===== src/rtl/snake_state_engine.sv =====
// Snake game-state engine: owns the body, food cell and win/lose status, one move per Tick.
// Build option WRAP_EN: grid edges wrap (modulo 16) instead of ending the game.
// states: INIT idle/initial board | PLAY moving | PLACE searching a food cell | WIN | LOSE
module snake_state_engine #(
  parameter int         INIT_LEN   = 3,
  parameter int         MAX_LEN    = 15,
  parameter logic [7:0] START_HEAD = 8'h88,
  parameter logic [7:0] LFSR_SEED  = 8'hA5
) (
  input  logic         Clk,
  input  logic         Reset,
  input  logic         Tick,
  input  logic         Start,
  input  logic         BtnU,
  input  logic         BtnD,
  input  logic         BtnL,
  input  logic         BtnR,
  output logic [127:0] Locations_Flat,
  output logic [3:0]   Length,
  output logic [7:0]   Food,
  output logic         Qi,
  output logic         Qc,
  output logic         Qw,
  output logic         Ql
);

  typedef enum logic [2:0] {ST_INIT, ST_PLAY, ST_PLACE, ST_WIN, ST_LOSE} state_t;
  typedef enum logic [1:0] {DIR_U, DIR_D, DIR_L, DIR_R} dir_t;

  state_t     state_q, state_d;
  dir_t       dir_q, dir_d;
  dir_t       pend_q, pend_d;
  logic [7:0] seg_q [16];
  logic [7:0] seg_d [16];
  logic [3:0] len_q, len_d;
  logic [7:0] food_q, food_d;
  logic [7:0] lfsr_q, lfsr_d;

  logic [3:0] row, col, nrow, ncol;
  logic [7:0] head_nxt;
  logic       wall, eat, self_hit, occupied;
  logic       btn_any, btn_ok;
  dir_t       btn_dir, dir_ref;

  function automatic logic [7:0] init_seg(input int k);
    return (k < INIT_LEN) ? 8'(int'(START_HEAD) - k) : 8'h00;
  endfunction

  function automatic dir_t opposite(input dir_t d);
    case (d)
      DIR_U:   return DIR_D;
      DIR_D:   return DIR_U;
      DIR_L:   return DIR_R;
      default: return DIR_L;
    endcase
  endfunction

  // x^8 + x^6 + x^5 + x^4 + 1, free-running in every state
  assign lfsr_d = {lfsr_q[6:0], lfsr_q[7] ^ lfsr_q[5] ^ lfsr_q[4] ^ lfsr_q[3]};

  always_comb begin
    row  = seg_q[0][7:4];
    col  = seg_q[0][3:0];
    nrow = row;
    ncol = col;
    wall = 1'b0;
    case (pend_q)
      DIR_U: begin
        nrow = row - 4'd1;
        wall = (row == 4'd0);
      end
      DIR_D: begin
        nrow = row + 4'd1;
        wall = (row == 4'hF);
      end
      DIR_L: begin
        ncol = col - 4'd1;
        wall = (col == 4'd0);
      end
      default: begin
        ncol = col + 4'd1;
        wall = (col == 4'hF);
      end
    endcase
`ifdef WRAP_EN
    wall = 1'b0;
`endif
    head_nxt = {nrow, ncol};
  end

  // The tail vacates on a plain move, so it only counts as an obstacle when eating.
  always_comb begin
    eat      = (head_nxt == food_q);
    self_hit = 1'b0;
    occupied = 1'b0;
    for (int k = 0; k < 16; k++) begin
      if (({1'b0, 4'(k)} + (eat ? 5'd0 : 5'd1) < {1'b0, len_q}) && (seg_q[k] == head_nxt))
        self_hit = 1'b1;
      if ((4'(k) < len_q) && (seg_q[k] == lfsr_q))
        occupied = 1'b1;
    end
  end

  always_comb begin
    btn_any = BtnU | BtnD | BtnL | BtnR;
    if (BtnU)      btn_dir = DIR_U;
    else if (BtnD) btn_dir = DIR_D;
    else if (BtnL) btn_dir = DIR_L;
    else           btn_dir = DIR_R;
    dir_ref = (state_q == ST_PLAY && Tick) ? pend_q : dir_q;
    btn_ok  = btn_any && (btn_dir != opposite(dir_ref));
  end

  always_comb begin
    state_d = state_q;
    dir_d   = dir_q;
    pend_d  = pend_q;
    len_d   = len_q;
    food_d  = food_q;
    for (int k = 0; k < 16; k++) seg_d[k] = seg_q[k];

    case (state_q)
      ST_INIT: begin
        if (Start) state_d = ST_PLACE;
      end
      ST_PLAY: begin
        if (Tick) begin
          dir_d = pend_q;
          if (wall || self_hit) begin
            state_d = ST_LOSE;
          end else begin
            seg_d[0] = head_nxt;
            for (int k = 1; k < 16; k++)
              seg_d[k] = ({1'b0, 4'(k)} < ({1'b0, len_q} + {4'b0, eat})) ? seg_q[k-1] : 8'h00;
            if (eat) begin
              len_d   = len_q + 4'd1;
              state_d = ((len_q + 4'd1) == 4'(MAX_LEN)) ? ST_WIN : ST_PLACE;
            end
          end
        end
        if (btn_ok) pend_d = btn_dir;
      end
      ST_PLACE: begin
        if (!occupied) begin
          food_d  = lfsr_q;
          state_d = ST_PLAY;
        end
        if (btn_ok) pend_d = btn_dir;
      end
      ST_WIN, ST_LOSE: begin
        if (Start) begin
          state_d = ST_INIT;
          dir_d   = DIR_R;
          pend_d  = DIR_R;
          len_d   = 4'(INIT_LEN);
          food_d  = 8'h00;
          for (int k = 0; k < 16; k++) seg_d[k] = init_seg(k);
        end
      end
      default: state_d = ST_INIT;
    endcase
  end

  always_ff @(posedge Clk or posedge Reset) begin
    if (Reset) begin
      state_q <= ST_INIT;
      dir_q   <= DIR_R;
      pend_q  <= DIR_R;
      len_q   <= 4'(INIT_LEN);
      food_q  <= 8'h00;
      lfsr_q  <= LFSR_SEED;
      for (int k = 0; k < 16; k++) seg_q[k] <= init_seg(k);
    end else begin
      state_q <= state_d;
      dir_q   <= dir_d;
      pend_q  <= pend_d;
      len_q   <= len_d;
      food_q  <= food_d;
      lfsr_q  <= lfsr_d;
      for (int k = 0; k < 16; k++) seg_q[k] <= seg_d[k];
    end
  end

  always_comb begin
    Locations_Flat = '0;
    for (int k = 0; k < 16; k++) Locations_Flat[127-8*k -: 8] = seg_q[k];
  end

  assign Length = len_q;
  assign Food   = food_q;
  assign Qi     = (state_q == ST_INIT);
  assign Qc     = (state_q == ST_PLAY) || (state_q == ST_PLACE);
  assign Qw     = (state_q == ST_WIN);
  assign Ql     = (state_q == ST_LOSE);

endmodule

===== config.mk =====
export PLATFORM = sky130hd
export DESIGN_NAME = snake_state_engine
export DESIGN_NICKNAME = d
export VERILOG_FILES = /design/src/rtl/snake_state_engine.sv
export SDC_FILE = /design/constraint.sdc
export NUM_CORES = 1
export LEC_CHECK = 0
export ABC_AREA = 1
export BUFFER_PORTS_ARGS = -buffer_cell sky130_fd_sc_hd__buf_2
export CAP_MARGIN = 0
export CELL_PAD_IN_SITES_DETAIL_PLACEMENT = 1
export CELL_PAD_IN_SITES_GLOBAL_PLACEMENT = 2
export CORE_UTILIZATION = 33
export CTS_BUF_LIST = sky130_fd_sc_hd__clkbuf_16
export DETAILED_ROUTE_END_ITERATION = 16
export PLACE_DENSITY = 0.94
export SKIP_CTS_REPAIR_TIMING = 1
export SLEW_MARGIN = 20
export SYNTH_ARGS = -nofsm -noshare
export SYNTH_HDL_FRONTEND = slang
export SYNTH_SLANG_ARGS = --single-unit

===== constraint.sdc =====
create_clock -name Clk -period 5.9 [get_ports Clk]
set_input_delay 1.18 -clock Clk [delete_from_list [all_inputs] [get_ports Clk]]
set_output_delay 1.18 -clock Clk [all_outputs]
set_load 0.05 [all_outputs]

==> reports/summary.txt <==
Clock sink total = 155
Final core occ = 38.82%
Hold WC Path Type = register to register
WS Path Type = register to register
Tcrit/Tclk final = 91.61%
Most used flip-flop cell after synthesis = dfrtp_1
Placed cell count = 2,332
Leading area contributor after synthesis = dfrtp_1
Worst-Margin Slew = 1.090 ns
Iter 0 DRT Violations = 1,043
Post-DP HPWL = 37,500 µm
Ratio of cells with drive above 1 in the final layout = 17.29%
Peak supply drop = 0.2635 mV
Cells after Synth = 1,765
# H-tree levels = 4
Chip Width = 191.2 µm
CP max FO = 82
IO Pins = 152
Crit. End Element = register
Startpoint Class = register
Largest net degree at the start of global routing = 86
Num CTS Buffers = 17
Crit-path slowest cell = dfstp_2
Syn_nets = 1,791
Nets = 1,922
Die Y-Extent = 191.2 µm
Drt wl/cell = 22.25 µm
GR Overflow Total = 0
Layout area overhead = 14.65%
Via count = 12.80k
Leak pwr = 0.006798 µW
Synth top area cells = dfrtp_1 (29%), nand2_1 (22%), inv_1 (5.9%)
Slew HR = 26.54%
Vias in the first global route = 12.91k
Slew Viols, Final = 0
Final setup fails = 0
RSZ-0062 raised after global routing = no
Clk slew on worst S/H paths = 0.07 ns
Min Tclk post-route = 5.405 ns
CTS Root Buffer Type = clkbuf_16
Sequential-to-total area share from yosys stat = 33.04%
Post-synth top cells = nand2_1 (682), inv_1 (187), dfrtp_1 (136)
Yosys warnings = 0
First-pass GRT wire length = 79,850 µm
Avg Cell Area, Syn = 6.693 µm²
Synth top area share = 28.81%
Row count = 68
Sum Neg Setup Slack = 0 ns
Core area = 34,880 µm²
FFs w/ async S/R, synth = 100.0%
Routed vias/inst = 5.414
Most frequent cell after synthesis = nand2_1
All-Layer GR Usage = 29.41%
Initial antenna violation count = 1
Post-route clock skew = 0.01933 ns
Skew-Pair Late Insertion Delay = 0.46 ns
Routed WL = 52,610 µm
Max clock buf depth = 2
Initial Util = 33.86%
Outcome = complete, no violations
Fin cells = 2,365
Worst Path Arrival = 5.77 ns
Max-cap violations = 0
EDFF count, synth = 0
Worst path required time = 6.27 ns
Final RePlAce weighted congestion = 0.9948
Final Hold Viols = 0
TritonRoute pass-1 iters = 5
Flops & latches, synth = 155
PD cells = 525.0 nW/µm²
Number of distinct library cells after synthesis = 43
Critical path's largest stage delay = 0.54 ns
Peak Freq = 0.1850 GHz
CTS tree = yes
Total power = 7111 µW
Remaining DRCs = 0
CP dominant cell by count = nand2_1
Antenna-violating nets left = 0
Netlist Area Pre-Place = 11,810 µm²
Die area = 36,560 µm²
Number of port buffers = 151
[layout make-up]
class,instances,area (µm²)
clock inverters,15,211.5
repair buffers,189,1079
fillers,4590,21340
clock buffers,17,425.4
flip-flops and latches,155,3902
diodes,1,2.502
multi-input cells,1338,6616
well taps,455,569.3
inverters,195,737.0
[per-layer routing]
layer | wire [µm] | track usage, % | vias up
met1 | 23580 | 40.04 | 6367
met5 | 0 | 0 | -
met4 | 2030 | 12.55 | 0
li1 | - | - | 5824
met2 | 23620 | 46.15 | 492
met3 | 3385 | 4.424 | 120
[layout by cell type (no fill, tap or decap), types with 5 or more instances in the layout]
cell type	instances
nand2_1	682
inv_1	189
buf_2	151
dfrtp_1	136
nor2_1	130
nand3_1	101
o21ai_2	65
o21ai_1	61
xor2_1	49
a21oi_1	42
o21ai_0	35
buf_4	35
xnor2_1	33
nand4_1	25
nor3_1	21
dfstp_2	19
o22ai_1	17
ha_1	17
clkbuf_16	17
nand3b_1	16
nand2_2	12
inv_2	5
bufinv_16	5
[cell families after synthesis]
family / after synthesis / share of synthesized area, %
DFF: 155 / 33.04
xor gates and xnor gates: 82 / 6.080
and+or+nand+nor: 998 / 34.80
AOI/OAI and AO/OA: 240 / 13.05
adders and majority gates: 18 / 1.970
buffers and inverters: 272 / 11.07
[through the flow]
stage,area (µm²),hold slack (ns),worst slack [ns]
after detailed placement,12900,0.5205,0.5025
after CTS,13540,0.5299,0.4241
after global routing,13540,0.5500,0.1103
after floorplan,11810,0.3487,0.5733
after global placement,12900,0.5119,0.5860
final,13540,0.5243,0.4950
[where the power goes]
part | switching (µW) | total (µW) | internal, µW
logic | 3270 | 4380 | 1110
registers | 272 | 1480 | 1210
clock network | 499 | 1250 | 746
[worst max-delay path: cells and delay by family, from the launching register on]
kind / cells / cell delay [ns]
AND/OR/NAND/NOR: 16 / 2.15
XOR/XNOR: 2 / 0.33
flip-flops: 1 / 0.54
buffers and inverters: 5 / 0.95
adder cells (fa/ha/maj): 2 / 0.48
AO/OA/AOI/OAI: 5 / 0.81
[final timing paths]
| path | from | endpoint | slack (ns) | cells after the start |
|---|---|---|---|---|
| min in group asynchronous | Reset | Locations_Flat[69]$_DFFE_PP0P_ | 0.84 | 2 |
| worst min-delay path | Locations_Flat[113]$_DFFE_PP1P_ | Locations_Flat[113]$_DFFE_PP1P_ | 0.52 | 2 |
| worst min register to register | Locations_Flat[113]$_DFFE_PP1P_ | Locations_Flat[113]$_DFFE_PP1P_ | 0.52 | 2 |
| max in group asynchronous | Reset | Locations_Flat[23]$_DFFE_PP0P_ | 3.99 | 3 |
| worst max register to register | pend_q[1]$_DFFE_PP1P_ | Locations_Flat[41]$_DFFE_PP0P_ | 0.50 | 30 |
| worst max-delay path | pend_q[1]$_DFFE_PP1P_ | Locations_Flat[41]$_DFFE_PP0P_ | 0.50 | 30 |
[registers in the layout, summed over array words and instances, names as in the netlist]
| name | count |
|---|---|
| lfsr_q | 8 |
| Food | 8 |
| Locations_Flat | 128 |
| pend_q | 2 |
| dir_q | 2 |
| Length | 4 |
| state_q | 3 |
(Power assumes the default switching activity.)
